<file path="src/rtl/snake_game_sequencer.sv">
// Snake game controller: move tick, direction latch, step req/done handshake, game FSM, BCD timer, score, beep.
// Step request issued on the tick edge and held until step_done; ticks arriving mid-step are dropped.
module snake_game_sequencer #(
  parameter int TICK_DIV  = 4500000,
  parameter int SEC_DIV   = 50000000,
  parameter int GAME_SEC  = 60,
  parameter int WIN_SCORE = 16,
  parameter int BEEP_LEN  = 5000000
) (
  input  logic       SYS_CLK,
  input  logic       RST,
  input  logic       PAUSE,
  input  logic       UP,
  input  logic       DOWN,
  input  logic       LEFT,
  input  logic       RIGHT,
  input  logic       step_done,
  input  logic       hit_item,
  input  logic       hit_body,
  output logic       step_req,
  output logic [1:0] step_dir,
  output logic [2:0] game_state,
  output logic [7:0] score,
  output logic [3:0] time_num10,
  output logic [3:0] time_num01,
  output logic       beep
);

  localparam int TICK_W = (TICK_DIV > 1) ? $clog2(TICK_DIV) : 1;
  localparam int SEC_W  = (SEC_DIV > 1) ? $clog2(SEC_DIV) : 1;
  localparam int BEEP_W = $clog2(BEEP_LEN + 1);
  localparam logic [TICK_W-1:0] TICK_LAST  = TICK_W'(TICK_DIV - 1);
  localparam logic [SEC_W-1:0]  SEC_LAST   = SEC_W'(SEC_DIV - 1);
  localparam logic [BEEP_W-1:0] BEEP_LOAD  = BEEP_W'(BEEP_LEN - 1);
  localparam logic [3:0]        GAME_TENS  = 4'(GAME_SEC / 10);
  localparam logic [3:0]        GAME_UNITS = 4'(GAME_SEC % 10);
  localparam logic [7:0]        WIN_VAL    = 8'(WIN_SCORE);

  typedef enum logic [2:0] {
    S_IDLE   = 3'd0,
    S_RUN    = 3'd1,
    S_STEP   = 3'd2,
    S_PAUSED = 3'd3,
    S_WIN    = 3'd4,
    S_LOSE   = 3'd5,
    S_TIMEUP = 3'd6
  } state_t;

  state_t              state;
  logic [1:0]          committed_dir;
  logic [1:0]          pending_dir;
  logic [TICK_W-1:0]   tick_cnt;
  logic [SEC_W-1:0]    sec_cnt;
  logic [BEEP_W-1:0]   beep_cnt;
  logic                time_up;

  logic       one_hot;
  logic [1:0] btn_dir;
  logic       accept;
  logic       counting;
  logic       tick;
  logic       sec_wrap;
  logic [7:0] score_inc;
  logic [3:0] next_tens;
  logic [3:0] next_units;

  always_comb begin
    one_hot = 1'b0;
    btn_dir = 2'b00;
    case ({UP, DOWN, LEFT, RIGHT})
      4'b1000: begin one_hot = 1'b1; btn_dir = 2'b00; end
      4'b0100: begin one_hot = 1'b1; btn_dir = 2'b01; end
      4'b0010: begin one_hot = 1'b1; btn_dir = 2'b10; end
      4'b0001: begin one_hot = 1'b1; btn_dir = 2'b11; end
      default: ;
    endcase
    // Opposite directions share bit1 and differ in bit0
    accept    = one_hot && !((btn_dir[1] == committed_dir[1]) && (btn_dir[0] != committed_dir[0]));
    counting  = (state == S_RUN) || (state == S_STEP);
    tick      = counting && (tick_cnt == TICK_LAST);
    sec_wrap  = counting && !time_up && (sec_cnt == SEC_LAST);
    score_inc = (score == 8'hFF) ? score : score + 8'd1;
    if (time_num01 == 4'd9) begin
      next_units = 4'd0;
      next_tens  = time_num10 + 4'd1;
    end else begin
      next_units = time_num01 + 4'd1;
      next_tens  = time_num10;
    end
  end

  assign game_state = state;

  always_ff @(posedge SYS_CLK) begin
    if (RST) begin
      state         <= S_IDLE;
      step_req      <= 1'b0;
      step_dir      <= 2'b00;
      committed_dir <= 2'b00;
      pending_dir   <= 2'b00;
      score         <= 8'd0;
      time_num10    <= 4'd0;
      time_num01    <= 4'd0;
      beep          <= 1'b0;
      beep_cnt      <= '0;
      tick_cnt      <= '0;
      sec_cnt       <= '0;
      time_up       <= 1'b0;
    end else begin
      if (counting) tick_cnt <= tick ? '0 : tick_cnt + 1'b1;

      if (sec_wrap) begin
        sec_cnt    <= '0;
        time_num10 <= next_tens;
        time_num01 <= next_units;
        if (next_tens == GAME_TENS && next_units == GAME_UNITS) time_up <= 1'b1;
      end else if (counting && !time_up) begin
        sec_cnt <= sec_cnt + 1'b1;
      end

      // A new hit in the step handler below overrides this countdown
      if (beep_cnt != '0) begin
        beep_cnt <= beep_cnt - 1'b1;
      end else begin
        beep <= 1'b0;
      end

      case (state)
        S_IDLE: begin
          if (one_hot) begin
            state         <= S_RUN;
            pending_dir   <= btn_dir;
            committed_dir <= btn_dir;
          end
        end
        S_RUN: begin
          if (accept) pending_dir <= btn_dir;
          if (tick) begin
            state         <= S_STEP;
            step_req      <= 1'b1;
            step_dir      <= pending_dir;
            committed_dir <= pending_dir;
          end else if (time_up) begin
            state <= S_TIMEUP;
          end else if (PAUSE) begin
            state <= S_PAUSED;
          end
        end
        S_STEP: begin
          if (accept) pending_dir <= btn_dir;
          if (step_done) begin
            step_req <= 1'b0;
            if (hit_body) begin
              state <= S_LOSE;
            end else begin
              if (hit_item) begin
                score    <= score_inc;
                beep     <= 1'b1;
                beep_cnt <= BEEP_LOAD;
              end
              if (hit_item && score_inc == WIN_VAL) state <= S_WIN;
              else if (time_up)                     state <= S_TIMEUP;
              else if (PAUSE)                       state <= S_PAUSED;
              else                                  state <= S_RUN;
            end
          end
        end
        S_PAUSED: begin
          if (accept) pending_dir <= btn_dir;
          if (!PAUSE) state <= S_RUN;
        end
        default: ;
      endcase
    end
  end

endmodule
</file>
<file path="config.mk">
export PLATFORM = sky130hd
export DESIGN_NAME = snake_game_sequencer
export DESIGN_NICKNAME = d
export VERILOG_FILES = /design/src/rtl/snake_game_sequencer.sv
export SDC_FILE = /design/constraint.sdc
export NUM_CORES = 1
export LEC_CHECK = 0
export BUFFER_PORTS_ARGS = -buffer_cell sky130_fd_sc_hd__buf_2
export CAP_MARGIN = 20
export CORE_AREA = 2 2 125 127
export DETAILED_ROUTE_END_ITERATION = 12
export DIE_AREA = 0 0 127 129
export GPL_ROUTABILITY_DRIVEN = 0
export PLACE_DENSITY = 0.5
export SETUP_SLACK_MARGIN = 0.15
export SLEW_MARGIN = 10
export SYNTH_ARGS = -nofsm -noshare
export SYNTH_HDL_FRONTEND = slang
export SYNTH_SLANG_ARGS = --single-unit
</file>
<file path="constraint.sdc">
create_clock -name SYS_CLK -period 2.05 [get_ports SYS_CLK]
set_clock_uncertainty 0.05 [all_clocks]
set_input_delay 0.1025 -clock SYS_CLK [delete_from_list [all_inputs] [get_ports SYS_CLK]]
set_output_delay 0.1025 -clock SYS_CLK [all_outputs]
set_load 0.005 [all_outputs]
</file>
==> results.json, run 1 <==
{
  "antenna_found_initial": 0,
  "crit_chain": "nor4_4, nand2_2, or4_4, or3_4, a21oi_2",
  "max_freq_mhz": 506.1,
  "crit_end": "beep_cnt[15]$_SDFF_PP0_",
  "relSlewSlack_pct": 68.89,
  "crit_fanout": 5,
  "track_usage_pct": 15.69,
  "rsz0062_at_grt": "yes",
  "endpoint_kind": "flop",
  "pin_count": 33,
  "clock_sinks": 100,
  "crit_start": "beep_cnt[2]$_SDFF_PP0_",
  "cpMaxStageDelayCell": "or4_4",
  "path_class": "reg -> reg",
  "vias": 4712,
  "die_w_um": 127,
  "synth_area_leader_cell": "dfxtp_1",
  "hp-class": "in -> reg",
  "p_leak_nw": 2.547,
  "path_clk_slew_ps": 70,
  "drive_above_1_share_pct": 27.04,
  "stdcell_count": 887,
  "synth_edf_count": 0,
  "synthTopCellsByArea": "dfxtp_1 (38%), xor2_1 (7.7%), nor2_1 (6.3%)",
  "fin_ws_ps": 74.06,
  "grt-ovfl-total": 0,
  "initial_utilization_pct": 34.75,
  "htree_levels": 3,
  "seq_area_frac_synth_pct": 38.46,
  "cts_tree": "yes",
  "place_inst": 859,
  "synth.net_count": 631,
  "design_area_um2": 6591,
  "totalWireLength_mm": 12.66,
  "slowest_delay_ps": 550,
  "reg2reg_slack_ps": 70,
  "cts_buffers": 9,
  "syn_inst": 615,
  "dr.pass1.iters": 4,
  "dp_hpwl_mm": 8.746,
  "die_y_um": 129,
  "worstMarginPinSlew_ps": 465.7,
  "core_um2": 14980,
  "placed_cell_area_um2": 5906,
  "clock_latency_ps": 350,
  "tns_ps": 0,
  "hold_buffers": 0,
  "root_buffer": "clkbuf_16",
  "post-route-drc-count": 0,
  "wl_per_cell_um": 14.27,
  "placement.io_buffers": 32,
  "total_power_mw": 6.154,
  "cp.required_ps": 2290,
  "critPathArrivalTime_ps": 2210,
  "ys_warn_count": 0,
  "grt_pass1_vias": 4429,
  "dr.first_iter.drc_count": 251,
  "cap_violations": 0,
  "postRouteAntennaNets": 0,
  "finalHoldViolCount": 0,
  "clockBufferDepth": 2,
  "final-setup-viol-count": 0,
  "r2r-start": "beep_cnt[2]$_SDFF_PP0_",
  "critPathLaunchType": "flop",
  "grt_pass1_wl_mm": 20.93,
  "nNetsFinal": 712,
  "async_flop_share_pct": 0,
  "grt_max_degree": 27,
  "report.final.slew_viol_count": 0,
  "synth_flop_cell": "dfxtp_1",
  "row_count": 45,
  "timing.final.crit_share_pct": 96.39,
  "synth_area_um2": 5205,
  "avgViaCountPerCell": 5.312,
  "syn_avg_cell_area_um2": 8.463,
  "preCtsSetupSlack_ps": 45.17,
  "outcome": "finished, final reports clean",
  "worstReg2RegEnd": "beep_cnt[15]$_SDFF_PP0_",
  "yosysTopAreaCellShare_pct": 38.46,
  "cellPowerDensity_nw_per_um2": 933.7,
  "final.min_clock_period_ps": 1976,
  "ys_types": 64,
  "ir_drop_v": 0.0006414,
  "dieArea_um2": 16380,
  "reg2reg_depth": 5,
  "area_growth_pct": 26.63,
  "synth_seq_cells": 100,
  "diodes": 0
}
## critical path: cells and delay by family, from the launching register on
kind               cells  cell delay (ps)
and+or+nand+nor        4             1400
DFF                    1              330
AOI/OAI and AO/OA      1              140
## where the power goes
part	leakage [nW]	internal (mW)	switching, mW
Combinational	1.58	1.04	1.02
Sequential	0.817	2.11	0.176
Clock	0.149	1.09	0.713
Total	2.55	4.24	1.91
## through the flow
stage / util [%] / hold WS, ps
6_report: 44.01 / 19.61
5_1_grt: 44.01 / 69.62
4_1_cts: 42.29 / 11.19
3_5_place_dp: 39.43 / 377.3
3_3_place_gp: 39.43 / 382.1
2_1_floorplan: - / 216.0
## sequential cells by signal, indices dropped and copies added, names as in the netlist, 3 cells and up
name	flops
game_state	3
time_num10	4
sec_cnt	26
tick_cnt	23
beep_cnt	23
time_num01	4
score	8
## final cells by class
cell class	instances	area, um^2
flip-flops and latches	100	2026
inverters	10	37.54
clock buffers	12	246.5
repair buffers	98	708.2
clock inverters	2	60.06
well taps	188	235.2
fillers	1489	8386
multi-input cells	477	3278
## timing repair
| action | 4_1_cts | 5_1_grt |
|---|---|---|
| setup endpoints to repair | 17 | 80 |
| pin swaps | 6 | 21 |
| buffers inserted | 7 | 7 |
| gates resized for setup | 19 | 56 |
## worst min path at each step
stage | start | end | slack [ps] | cells after the start
2_1_floorplan | hit_body | game_state[0]$_SDFFE_PP0P_ | 220 | 2
3_3_place_gp | hit_body | game_state[0]$_SDFFE_PP0P_ | 380 | 3
3_5_place_dp | hit_body | game_state[0]$_SDFFE_PP0P_ | 380 | 3
4_1_cts | hit_body | game_state[0]$_SDFFE_PP0P_ | 10 | 3
5_1_grt | hit_body | game_state[0]$_SDFFE_PP0P_ | 70 | 3
6_report | hit_body | game_state[0]$_SDFFE_PP0P_ | 20 | 3
## cells in the final DEF, fill, tap and decap left out, types with 5 or more instances in the layout
cell       count
and4_1         5
nand4_1       25
nand2_1       44
buf_4         59
a31oi_1       10
dfxtp_2       16
xor2_1        45
xnor2_1       14
o31ai_1        6
and3_1         9
and2_1         6
buf_2         32
o21ai_0       17
or4_4          7
mux2i_1       14
nor4_1         5
nor2_1        86
nor3_1        11
nor2b_1        5
nand3_1       27
clkbuf_16      9
or3_1         10
inv_1          8
a21oi_1       23
dfxtp_1       83
## synth_stat cells (12+ instances only)
| cell type | instances |
|---|---|
| nand4_1 | 25 |
| o21ai_0 | 22 |
| nor2_1 | 88 |
| clkbuf_1 | 20 |
| xor2_1 | 46 |
| nor3_1 | 12 |
| xnor2_1 | 14 |
| dfxtp_1 | 100 |
| a21oi_1 | 26 |
| mux2i_1 | 14 |
| nand3_1 | 31 |
| nand2_1 | 45 |
## cells by family after synthesis
group                      share of synthesized area, %
AOI/OAI and AO/OA                                 12.45
xor gates and xnor gates                          10.41
adders and majority gates                         1.442
and+or+nand+nor                                   31.59
buffers and inverters                             2.957
muxes                                             2.692
DFF                                               38.46
## routing by layer
| metal | up-vias | routed length [um] | GRT usage (%) |
|---|---|---|---|
| met5 | - | 0 | 0 |
| met1 | 2274 | 6083 | 20.24 |
| met3 | 12 | 232 | 2.328 |
| li1 | 2379 | - | - |
| met4 | 0 | 221 | 7.240 |
| met2 | 47 | 6118 | 26.06 |
(Power assumes the default switching activity.)
==> run 2, diff against run 1 <==
--- a/config.mk
+++ b/config.mk
@@ -12,5 +12,5 @@
 export DIE_AREA = 0 0 127 129
 export GPL_ROUTABILITY_DRIVEN = 0
-export PLACE_DENSITY = 0.5
+export PLACE_DENSITY = 0.54
 export SETUP_SLACK_MARGIN = 0.15
 export SLEW_MARGIN = 10
--- a/constraint.sdc
+++ b/constraint.sdc
@@ -3,3 +3,3 @@
 set_input_delay 0.1025 -clock SYS_CLK [delete_from_list [all_inputs] [get_ports SYS_CLK]]
 set_output_delay 0.1025 -clock SYS_CLK [all_outputs]
-set_load 0.005 [all_outputs]
+set_load 0.01 [all_outputs]
==> results.json, run 2 (synthesized netlist as in run 1, its figures left out) <==
{
  "outcome": "finished, final reports clean",
  "final-setup-viol-count": 0,
  "postRouteAntennaNets": 0,
  "clock_latency_ps": 360,
  "dr.pass1.iters": 4,
  "fill_cells": 1450,
  "hold_buffers": 0,
  "avgViaCountPerCell": 5.349,
  "root_buffer": "clkbuf_16",
  "layout_common_cells": "dfxtp_1 (87), nor2_1 (86), buf_4 (56)",
  "grt_pass1_wl_mm": 21.44,
  "die_y_um": 129,
  "reg2reg_slack_ps": 60,
  "p_leak_nw": 2.584,
  "largest_register_ffs": 26,
  "ir_drop_v": 0.0007013,
  "cap_violations": 0,
  "p_comb_share_pct": 34.0,
  "p_sw_mw": 2.023,
  "placed_cell_area_um2": 5888,
  "row_count": 45,
  "max_freq_mhz": 501.7,
  "initial_utilization_pct": 34.75,
  "antenna_found_initial": 0,
  "power_frac_clock_pct": 29.6,
  "rsz0062_at_grt": "yes",
  "pin_count": 33,
  "reg_top3": "sec_cnt: 26 flops, beep_cnt: 23 flops, tick_cnt: 23 flops",
  "p_int_mw": 4.284,
  "critPathArrivalTime_ps": 2230,
  "design_area_um2": 6654,
  "drive_above_1_share_pct": 27.35,
  "critPathLaunchType": "flop",
  "area_growth_pct": 27.84,
  "report.final.slew_viol_count": 0,
  "r2r-start": "beep_cnt[10]$_SDFF_PP0_",
  "wl_per_cell_um": 14.81,
  "relSlewSlack_pct": 68.30,
  "cp.required_ps": 2290,
  "cts_tree": "yes",
  "utilization_pct": 44.43,
  "finalHoldViolCount": 0,
  "clockBufferDepth": 2,
  "crit_chain": "nor4_4, nand2_2, or3_4, or4b_4, a21oi_2",
  "diodes": 0,
  "grt-ovfl-total": 0,
  "die_w_um": 127,
  "top_register": "sec_cnt",
  "path_class": "reg -> reg",
  "crit_fanout": 4,
  "reg2reg_depth": 5,
  "cpMaxStageDelayCell": "or4b_4",
  "hold_path.startpoint": "hit_body",
  "worstMarginPinSlew_ps": 471.8,
  "dr.first_iter.drc_count": 167,
  "holdPathStages": 3,
  "slowest_delay_ps": 490,
  "clock_sinks": 100,
  "nNetsFinal": 713,
  "dieArea_um2": 16380,
  "core_um2": 14980,
  "htree_levels": 3,
  "grt_max_degree": 27,
  "vias": 4761,
  "grt_pass1_vias": 4539,
  "post-route-drc-count": 0,
  "endpoint_kind": "flop",
  "whs_endpoint": "game_state[0]$_SDFFE_PP0P_",
  "p_sw_share_pct": 32.07,
  "track_usage_pct": 15.98,
  "final.min_clock_period_ps": 1993,
  "timing.final.crit_share_pct": 97.22,
  "dp_hpwl_mm": 9.002,
  "layout_commonest_cell": "dfxtp_1",
  "seqPwrFrac_pct": 36.4,
  "worstReg2RegEnd": "beep_cnt[20]$_SDFF_PP0_",
  "totalWireLength_mm": 13.18,
  "cts_buffers": 9,
  "path_clk_slew_ps": 60,
  "cellPowerDensity_nw_per_um2": 947.9,
  "placement.io_buffers": 32,
  "hp-class": "in -> reg"
}
[run 2: changes by cell type in the layout (fill, tap and decap cells not counted), sizes merged]
| cell | delta |
|---|---|
| clkinv | +4 |
| buf | +1 |
| clkbuf | -2 |
[run 2: per-layer routing]
layer	up-vias	track usage, %	wire length, um
li1	2381	-	-
met1	2284	20.80	6235
met2	78	25.90	6282
met3	18	2.744	406
met4	0	7.563	256
met5	-	0	0
[run 2: repair_timing]
action | CTS | global route
gates resized for setup | 25 | 59
setup buffers | 6 | 11
setup endpoints to repair | 15 | 87
pin swaps | 6 | 30
cloned | 2 | 0
[run 2: worst max path at each step]
stage / start / end / slack (ps) / cells past startpoint
final: beep_cnt[10]$_SDFF_PP0_ / beep_cnt[20]$_SDFF_PP0_ / 60 / 5
after global routing: beep_cnt[10]$_SDFF_PP0_ / beep_cnt[19]$_SDFF_PP0_ / -20 / 7
after CTS: beep_cnt[9]$_SDFF_PP0_ / beep_cnt[15]$_SDFF_PP0_ / 100 / 5
after detailed placement: beep_cnt[2]$_SDFF_PP0_ / beep_cnt[15]$_SDFF_PP0_ / 70 / 5
after global placement: beep_cnt[2]$_SDFF_PP0_ / beep_cnt[15]$_SDFF_PP0_ / 100 / 5
after floorplan: game_state[1]$_SDFFE_PP0P_ / sec_cnt[10]$_SDFFE_PP0P_ / 130 / 8
[run 2: critical path: cells and delay by family (launching register included)]
family           cells  cell delay (ps)
flip-flops           1              360
AND/OR/NAND/NOR      4             1370
AO/OA/AOI/OAI        1              140
[run 2: layout make-up]
type	instances	area, um^2	area share [%]
clock buffers	10	239.0	3.592
multi-input cells	477	3308	49.72
well taps	188	235.2	3.535
flip-flops and latches	100	2026	30.44
inverters	10	42.54	0.6393
clock inverters	6	87.58	1.316
repair buffers	99	715.7	10.76
[run 2: metrics by stage]
stage / setup TNS (ps) / setup slack [ps] / std cells / power [mW] / hold slack [ps]
6_report: 0 / 56.89 / 890 / 6.307 / 13.31
5_1_grt: -32.16 / -16.22 / 890 / 6.631 / 42.03
3_5_place_dp: 0 / 74.92 / 856 / 3.889 / 384.8
3_3_place_gp: 0 / 99.07 / 856 / 3.852 / 381.1
2_1_floorplan: 0 / 129.6 / 615 / 3.366 / 216.0
4_1_cts: 0 / 99.64 / 880 / 6.016 / 7.989
[run 2: power by group through the flow]
stage                     sequential, mW  clock (mW)  combinational (mW)
after floorplan                     2.27           0                1.10
after global placement              2.28           0                1.57
after detailed placement            2.29           0                1.60
after CTS                           2.27        1.92                1.82
after global routing                2.32        2.00                2.32
final                               2.30        1.87                2.14
